$ cat config.mk
export PLATFORM = sky130hd
export DESIGN_NAME = input_dense_flat
export DESIGN_NICKNAME = d
export VERILOG_FILES = /design/src/rtl/dense_pkg.sv /design/src/rtl/input_dense_if.sv /design/src/rtl/dense_act.sv /design/src/rtl/input_dense.sv /design/src/flat_wrapper.sv
export SDC_FILE = /design/constraint.sdc
export NUM_CORES = 2
export LEC_CHECK = 0
export CORE_AREA = 4 4 423 425
export CTS_CLUSTER_DIAMETER = 30
export DETAILED_ROUTE_END_ITERATION = 10
export DIE_AREA = 0 0 427 429
export PLACE_DENSITY = 0.73
export REMOVE_ABC_BUFFERS = 1
export SETUP_SLACK_MARGIN = 0.3
export SYNTH_ARGS = -nofsm -noshare
export SYNTH_HDL_FRONTEND = slang
export SYNTH_SLANG_ARGS = --single-unit
$ cat constraint.sdc
create_clock -name clk -period 67.1 [get_ports clk]
set_clock_uncertainty 0.05 [all_clocks]
set_input_delay 13.42 -clock clk [delete_from_list [all_inputs] [get_ports clk]]
set_output_delay 13.42 -clock clk [all_outputs]
set_load 0.005 [all_outputs]
$ cat src/rtl/dense_pkg.sv
// dense_pkg: shared encodings, Q4.12 constants and FSM state type for the dense layers.
package dense_pkg;
    localparam int ACT_TANH = 0;
    localparam int ACT_SIGM = 1;
    localparam int ACT_RELU = 2;
    localparam int Q_ONE = 4096;
    localparam int Q_HALF = 2048;
    localparam int BIAS_SHL = 12;
    localparam int ACC_SHR = 8;
    localparam int SAT_MAX = 32767;
    localparam int SAT_MIN = -32768;

    typedef enum logic [2:0] {S_IDLE, S_BIAS, S_MAC, S_ACT, S_DONE} state_t;

    function automatic logic signed [31:0] clamp(input logic signed [31:0] v,
                                                 input logic signed [31:0] lo,
                                                 input logic signed [31:0] hi);
        return v < lo ? lo : (v > hi ? hi : v);
    endfunction
endpackage

$ cat src/rtl/input_dense_if.sv
// input_dense_if: frame request, weight/bias ROM fetch and result bus of input_dense.
interface input_dense_if #(
    parameter int M = 42,
    parameter int N = 24,
    parameter int IN_W = 16,
    parameter int W_W = 8,
    parameter int OUT_W = 16
);
    localparam int AW = M * N > 1 ? $clog2(M * N) : 1;
    localparam int BW = N > 1 ? $clog2(N) : 1;

    logic                 start;
    logic [M*IN_W-1:0]    feat_in;
    logic [AW-1:0]        w_addr;
    logic [W_W-1:0]       w_data;
    logic [BW-1:0]        b_addr;
    logic [W_W-1:0]       b_data;
    logic                 busy;
    logic                 done;
    logic [N*OUT_W-1:0]   dense_out;

    modport master (
        output start, feat_in, w_data, b_data,
        input  w_addr, b_addr, busy, done, dense_out
    );

    modport slave (
        input  start, feat_in, w_data, b_data,
        output w_addr, b_addr, busy, done, dense_out
    );
endinterface

$ cat src/rtl/dense_act.sv
// dense_act: saturates a scale-2^-20 accumulator to Q4.12 and applies the selected activation.
module dense_act
    import dense_pkg::*;
#(
    parameter int ACT = ACT_TANH,
    parameter int OUT_W = 16
) (
    input  logic signed [31:0] acc,
    output logic [OUT_W-1:0]   y
);
    logic signed [31:0] pre, act_v;

    always_comb begin
        pre = clamp(acc >>> ACC_SHR, SAT_MIN, SAT_MAX);
        act_v = ACT == ACT_SIGM ? clamp((pre >>> 2) + Q_HALF, 0, Q_ONE)
              : ACT == ACT_RELU ? (pre < 0 ? 0 : pre)
              : clamp(pre, -Q_ONE, Q_ONE);
        y = OUT_W'(act_v);
    end
endmodule

$ cat src/rtl/input_dense.sv
// input_dense: fully-connected layer computing N neurons over M features with one
// time-multiplexed MAC; results land in a shadow and are published all at once.
module input_dense
    import dense_pkg::*;
#(
    parameter int M = 42,
    parameter int N = 24,
    parameter int IN_W = 16,
    parameter int W_W = 8,
    parameter int OUT_W = 16,
    parameter int ACT = ACT_TANH
) (
    input logic clk,
    input logic rst,
    input_dense_if.slave io
);
    localparam int AW = M * N > 1 ? $clog2(M * N) : 1;
    localparam int BW = N > 1 ? $clog2(N) : 1;
    localparam int KW = $clog2(M + 2);
    localparam int FW = M * IN_W;

    state_t state, nxt;
    logic [KW-1:0]         k;
    logic [FW-1:0]         feat;
    logic signed [31:0]    acc;
    logic [N*OUT_W-1:0]    shadow, shadow_nxt;
    logic [OUT_W-1:0]      act_y;
    logic signed [W_W-1:0] wv, bv;
    logic signed [IN_W-1:0] xv;
    logic                  last_j;

    dense_act #(.ACT(ACT), .OUT_W(OUT_W)) u_act (.acc(acc), .y(act_y));

    always_ff @(posedge clk or posedge rst)
        if (rst) state <= S_IDLE;
        else state <= nxt;

    always_comb begin
        nxt = state;
        last_j = io.b_addr == BW'(N - 1);
        case (state)
            S_IDLE: if (io.start) nxt = S_BIAS;
            S_BIAS: nxt = S_MAC;
            S_MAC:  if (k == KW'(M)) nxt = S_ACT;
            S_ACT:  if (last_j) nxt = S_DONE; else nxt = S_BIAS;
            default: nxt = S_IDLE;
        endcase
        io.busy = state inside {S_BIAS, S_MAC, S_ACT};
        io.done = state == S_DONE;
        wv = io.w_data;
        bv = io.b_data;
        xv = feat[IN_W-1:0];
        shadow_nxt = shadow;
        shadow_nxt[io.b_addr * OUT_W +: OUT_W] = act_y;
    end

    // b_addr doubles as the neuron index j; feat rotates so x[k-1] is always the low element.
    always_ff @(posedge clk or posedge rst)
        if (rst) begin
            k <= '0;
            feat <= '0;
            acc <= '0;
            shadow <= '0;
            io.dense_out <= '0;
            io.w_addr <= '0;
            io.b_addr <= '0;
        end else begin
            if (state == S_IDLE && io.start) begin
                feat <= io.feat_in;
                io.w_addr <= '0;
                io.b_addr <= '0;
            end
            if (state == S_BIAS) k <= '0;
            if (state == S_MAC) begin
                k <= k + KW'(1);
                acc <= k == '0 ? 32'(bv) <<< BIAS_SHL : acc + 32'(wv) * 32'(xv);
                if (k != '0) feat <= FW'({feat, feat} >> IN_W);
                if (32'(k) + 1 < M) io.w_addr <= io.w_addr + AW'(N);
            end
            // The last neuron publishes the whole vector directly so done and dense_out coincide.
            if (state == S_ACT) begin
                shadow <= shadow_nxt;
                if (last_j) io.dense_out <= shadow_nxt;
                else begin
                    io.b_addr <= io.b_addr + BW'(1);
                    io.w_addr <= AW'(io.b_addr) + AW'(1);
                end
            end
        end
endmodule

$ cat src/flat_wrapper.sv
// flat-port wrapper written by rule: the top's interface ports become plain ports
module input_dense_flat import dense_pkg::*;
#(
    parameter int M = 42,
    parameter int N = 24,
    parameter int IN_W = 16,
    parameter int W_W = 8,
    parameter int OUT_W = 16,
    parameter int ACT = ACT_TANH
)
  (clk, rst, io_start, io_feat_in, io_w_data, io_b_data, io_w_addr, io_b_addr, io_busy, io_done, io_dense_out);
  input_dense_if #(.M(M), .N(N), .IN_W(IN_W), .W_W(W_W), .OUT_W(OUT_W)) io_i ();
  input logic clk;
  input logic rst;
  input wire logic [$bits(io_i.start)-1:0] io_start;
  input wire logic [$bits(io_i.feat_in)-1:0] io_feat_in;
  input wire logic [$bits(io_i.w_data)-1:0] io_w_data;
  input wire logic [$bits(io_i.b_data)-1:0] io_b_data;
  output wire logic [$bits(io_i.w_addr)-1:0] io_w_addr;
  output wire logic [$bits(io_i.b_addr)-1:0] io_b_addr;
  output wire logic [$bits(io_i.busy)-1:0] io_busy;
  output wire logic [$bits(io_i.done)-1:0] io_done;
  output wire logic [$bits(io_i.dense_out)-1:0] io_dense_out;
  assign io_i.start = io_start;
  assign io_i.feat_in = io_feat_in;
  assign io_i.w_data = io_w_data;
  assign io_i.b_data = io_b_data;
  assign io_w_addr = io_i.w_addr;
  assign io_b_addr = io_i.b_addr;
  assign io_busy = io_i.busy;
  assign io_done = io_i.done;
  assign io_dense_out = io_i.dense_out;
  input_dense #(.M(M), .N(N), .IN_W(IN_W), .W_W(W_W), .OUT_W(OUT_W), .ACT(ACT)) u_core (.clk(clk), .rst(rst), .io(io_i));
endmodule
# After elaboration in Yosys (flattened, before gate mapping)
# Cells that the tools add are included.
# word_totals
output_inout_bits	401
in_bits	691
ff_bits	1496
wordCells	62
# classes
shift	2
order_cmp	5
eq_ne	8
n_reduce_logical	8
add_sub_neg	7
n_mul	1
n_mux	23
# ops
cell	count
two-way mux 672 bit	3
bitwise mux 384 bit	1
variable shift 16 x 34 -> 384 bit, first input constant	1
variable part select 16 x 34 -> 384 bit	1
two-way mux 32 bit	3
two-way mux 10 bit	5
negator 9 -> 34 bit	1
adder 32 x 24 -> 32 bit	1
> comparator 32 x 14 -> 1 bit, second input constant	1
less-than comparator 32 x 13 -> 1 bit, second input constant	1
less-than comparator 32 x 6 -> 1 bit, second input constant	1
two-way mux 16 bit	2
> comparator 24 x 16 -> 1 bit, second input constant	1
less-than comparator 24 x 16 -> 1 bit, second input constant	1
multiplier 8 x 16 -> 24 bit	1
two-way mux 5 bit	3
two-way mux 6 bit	2
case mux 3 bit (4 select lines)	1
adder 10 x 5 -> 10 bit, second input constant	1
two-way mux 3 bit	3
adder 6 x 1 -> 7 bit, second input constant	1
adder 5 x 1 -> 6 bit, second input constant	1
adder 6 x 1 -> 6 bit, second input constant	1
equality test 3 x 2 -> 1 bit, second input constant	2
other kinds (14)	15

# Depth between registers and ports, before layout
# logic_depth
depth_word	8
depth_mapped	24
depth_no_buf	23

# By module
# From an unflattened synthesis, not the netlist that was laid out.
# unflattened
hier_cells	8241
area_unflattened_um2	71686.3
# by_module_without_submodules
mod	n_inst	seq_area_each_um2	area_per_inst_um2	cells_each
input_dense	1	37435.9	71338.4	8189
dense_act	1	0.0	347.8	52

# Least setup slack after synthesis
# Ideal clock, no wire load.
# synth_path
kind	input to register
startpoint	input io_w_data[0]
endpoint	register u_core.acc[31]
path_stages	20
path_buffers	0
arrival_ns	18.693
t_required_ns	66.904
setup_slack_ns	48.212
setup_ns	0.146
path_cell_list	nand2_1 fa_1 inv_1 fa_1 inv_1 fa_1 inv_1 fa_1 ha_1 ha_1 a21o_1 a21o_1 a21oi_1 nor2_1 a211oi_1 a21oi_1 a2111oi_0 a21oi_1 xnor2_1 o221ai_1
# synth_via
elab_chain_cells	3
# synth_lines
item	line	source
start: declaration	flat_wrapper.sv:17	input wire logic [$bits(io_i.w_data)-1:0] io_w_data;
multiplier 8 x 16 -> 24 bit	input_dense.sv:76	acc <= k == '0 ? 32'(bv) <<< BIAS_SHL : acc + 32'(wv) * 32'(xv);
adder 32 x 24 -> 32 bit	input_dense.sv:76	
two-way mux 32 bit	input_dense.sv:76	
end signal: assignment	input_dense.sv:76	
end: declaration	input_dense.sv:25	logic signed [31:0] acc;
# No other way between the ends.
# A chain may end at the register's enable or synchronous reset.

# Final worst setup path
# Same ends and word-level chain as after synthesis.

==> results_dict.tcl <==
set metrics [dict create \
    dr.pass1.iters 6 \
    max_freq_ghz 0.0506 \
    die_area_mm2 0.183 \
    end_kind "flop" \
    core-area_mm2 0.175 \
    crit_chain "clkdlybuf4s50_1 > nand2_1 > fa_1 > inv_1 > fa_1 > inv_1 > fa_1 > inv_1 > fa_1 > ha_1 > ha_1 > a21o_1 > a21o_1 > a21oi_1 > nor2_1 > a211oi_1 > a21oi_1 > a2111oi_0 > a21oi_1 > xnor2_1 > o221ai_1" \
    via_per_inst 5.34 \
    yosys.area.top_type "dfrtp_1" \
    cts_max_level 5 \
    cp_slowest_cell "clkdlybuf4s50_1" \
    drtIter0Drc 5488 \
    power_frac_clock 0.294 \
    ant_nets 0 \
    rsz0062_at_grt "false" \
    antenna_found_initial 91 \
    setup_violations 0 \
    ir_drop_mv 0.0987 \
    cts-resized-gates 0 \
    slew_headroom 0.131 \
    critPathMaxStageDelay_ns 0.92 \
    dp.cells 11000 \
    yosysWarningCount 0 \
    critical_path_class "input pin to flop" \
    grt-ovfl-total 0 \
    status "finished, final reports clean" \
    critPathArrivalTime_ns 20.45 \
    seq_area_frac_synth 0.535 \
    critPathLaunchType "input pin" \
    cts.sink_count 1496 \
    stdcell_count 11700 \
    async_reset_ff_frac 1.00 \
    synth_cells 8083 \
    layout_setup_ws_ns 47.33 \
    grt_pass1_vias 62000 \
    rows 154 \
    multi_input_area_mm2 0.0296 \
    cts_buffers 354 \
    gp_congestion 0.912 \
    worst_pin_slew_ns 1.30 \
    p_switching_uw 2370 \
    pre_cts_slack_ns 46.46 \
    intPower_uw 3600 \
    io_pins 1092 \
    via_count 62500 \
    comb_power_share 0.485 \
    netlist_top_cells_area "dfrtp_1 53%, nand2_1 12%, a31oi_1 6.3%, nor2_1 5.8%, o21ai_0 4.9%" \
    min_path_type "flop to flop" \
    switching_share 0.397 \
    regArea_mm2 0.0374 \
    start_util 0.399 \
    clk_latency_ns 0.93 \
    cp_data_required_time_ns 67.78 \
    die_w_um 427 \
    cts.reportedPaths.clkPinSlew_ns 0.04 \
    synthDistinctLibCells 57 \
    grt_use_total 0.259 \
    critPathMaxFanout 16 \
    period_needed_ns 19.77 \
    finalMaxSlewViolations 0 \
    cts_hold_buffers 0 \
    grt_max_degree 235 \
    maxCapViolCount 0 \
    drc_errors 0 \
    clock_path_buffers 4 \
    synth_seq_cells 1496 \
    synth_top_area_frac 0.535 \
    portBuffers 1091 \
    syn-cell-area_mm2 0.0700 \
    routed_wl_mm 243 \
    hold_viol_final 0 \
    area_growth_pct 35.4 \
    cpMostUsedCell "fa_1" \
    path_delay_family "adder cells" \
    leakage_uw 0.0418 \
    p_total_uw 5970 \
    reg2reg_slack_ns 60.26 \
    grt_pass1_wl_mm 368 \
    power_density_mw_per_mm2 63.0 \
    seqPwrFrac 0.220 \
    cts-root-buf "clkbuf_16" \
    drive_above_1_share 0.0768 \
    synth_edf_count 0 \
    wl_per_cell_um 20.8 \
    hold_ws_ns 0.424 \
    synth_flop_cell "dfrtp_1" \
    fin_nets 9941 \
    synth_area_per_cell_um2 8.66 \
    die_h_um 429 \
    dpl.hpwl_mm 168 \
    postCtsSetupRepairBufs 0 \
    fillCellCount 15300 \
    fin_crit_sh 0.295 \
    critical_path_buf_inv_count 4 \
    cts_tree "built" \
]
[registers in the layout (all words and copies together) (netlist names)]
register and count:
u_core.io.b_addr 5, u_core.shadow 384, u_core.acc 32, u_core.io.w_addr 10
u_core.io.dense_out 384, u_core.state 3, u_core.feat 672, u_core.k 6
[metal layers]
layer / global-route usage / share of wire / vias to the layer above
met1: 0.308 / 0.38 / 30500
met5: 0 / 0.00079 / -
li1: - / - / 28800
met3: 0.0629 / 0.075 / 605
met4: 0.170 / 0.067 / 28
met2: 0.417 / 0.48 / 2552
[through the flow]
stage                     instance area [µm²]   util  setup TNS, ns
after floorplan                         67800      -         -16.37
after global placement                  82300  0.470              0
after detailed placement                82300  0.470              0
after CTS                               94600  0.540              0
after global routing                    94800  0.540              0
final                                   94800  0.541              0
[final cells by class]
| class | instances | share of cell area |
|---|---|---|
| Sequential cell | 1496 | 0.395 |
| Antenna cell | 70 | 0.00185 |
| Clock inverter | 160 | 0.0237 |
| Timing Repair Buffer | 1172 | 0.122 |
| Inverter | 207 | 0.00828 |
| Tap cell | 2340 | 0.0309 |
| Multi-Input combinational cell | 5782 | 0.312 |
| Clock buffer | 469 | 0.106 |
[cell usage after synthesis, types with 4 or more instances]
| cell type | instances |
|---|---|
| a211oi_1 | 11 |
| a21o_1 | 89 |
| a21oi_1 | 422 |
| a31oi_1 | 700 |
| and2_1 | 55 |
| and3_1 | 6 |
| buf_1 | 11 |
| buf_2 | 6 |
| clkbuf_1 | 581 |
| dfrtp_1 | 1496 |
| fa_1 | 160 |
| ha_1 | 77 |
| inv_1 | 207 |
| mux2_2 | 18 |
| nand2_1 | 2217 |
| nand2b_1 | 24 |
| nand3_1 | 51 |
| nand3b_1 | 5 |
| nand4_1 | 10 |
| nor2_1 | 1084 |
| nor2_2 | 8 |
| nor2b_1 | 10 |
| nor3_1 | 19 |
| nor4_1 | 6 |
| o21a_1 | 7 |
| o21ai_0 | 689 |
| o31ai_1 | 9 |
| o41ai_1 | 4 |
| or2_2 | 8 |
| or3_1 | 14 |
| xnor2_1 | 27 |
| xor2_1 | 9 |
[kinds of logic after synthesis]
logic type      after synthesis  synth area share
compound gates             1959             0.158
xor+xnor                     36           0.00450
fa+ha+maj                   237            0.0595
buf+inv                     805            0.0433
flops                      1496             0.535
mux                          21           0.00332
simple gates               3529             0.197
[power groups by stage]
stage          clock [µW]  combinational (µW)  sequential, µW
2_1_floorplan           0                2930            1320
3_3_place_gp            0                2810            1310
3_5_place_dp            0                2870            1320
4_1_cts              1780                2900            1310
5_1_grt              1830                3300            1340
6_report             1760                2900            1320
[path summary, 6_finish.rpt]
check	startpoint	end	cells after the start
max reg2reg	u_core.feat[15]$_DFF_PP0_	u_core.acc[31]$_DFFE_PP0P_	20
min in group asynchronous	rst	u_core.io.dense_out[3]$_DFFE_PP0P_	2
min reg2reg	u_core.io.dense_out[335]$_DFFE_PP0P_	u_core.io.dense_out[335]$_DFFE_PP0P_	2
min	u_core.io.dense_out[335]$_DFFE_PP0P_	u_core.io.dense_out[335]$_DFFE_PP0P_	2
max	io_w_data[0]	u_core.acc[31]$_DFFE_PP0P_	21
max in group asynchronous	rst	u_core.feat[326]$_DFF_PP0_	6
[worst register-to-register path, stage by stage (launching register included)]
cell,delay [ns]
dfrtp_1,0.60
nand2_1,0.70
fa_1,0.79
inv_1,0.05
fa_1,0.50
inv_1,0.06
fa_1,0.53
inv_1,0.05
fa_1,0.43
ha_1,0.29
ha_1,0.35
a21o_1,0.20
a21o_1,0.17
a21oi_1,0.21
nor2_1,0.08
a211oi_1,0.30
a21oi_1,0.11
a2111oi_0,0.67
a21oi_1,0.20
xnor2_1,0.22
o221ai_1,0.12
[placed cells by master, fill, tap and decap left out, types with 5 or more instances in the layout]
cell / instances
xor2_1: 9
o31ai_1: 9
a21o_1: 89
clkinv_4: 10
mux2_2: 18
and2_1: 55
diode_2: 70
buf_12: 6
clkbuf_16: 358
nor2_1: 1084
o21a_1: 7
and3_1: 6
nor3_1: 18
a21oi_1: 422
a211oi_1: 11
clkbuf_1: 46
clkinv_2: 48
o21ai_0: 689
nor4_1: 5
or2_2: 8
or3_1: 14
nand2_1: 2215
nor2b_1: 10
inv_1: 205
ha_1: 77
nand3b_1: 5
clkdlybuf4s50_1: 1091
xnor2_1: 27
nand2b_1: 24
dfrtp_1: 1495
nand4_1: 10
clkinvlp_4: 36
nand3_1: 51
clkbuf_8: 65
fa_1: 160
a31oi_1: 700
buf_4: 75
bufinv_16: 48
inv_6: 13
nor2_2: 8
(Power assumes the default switching activity.)
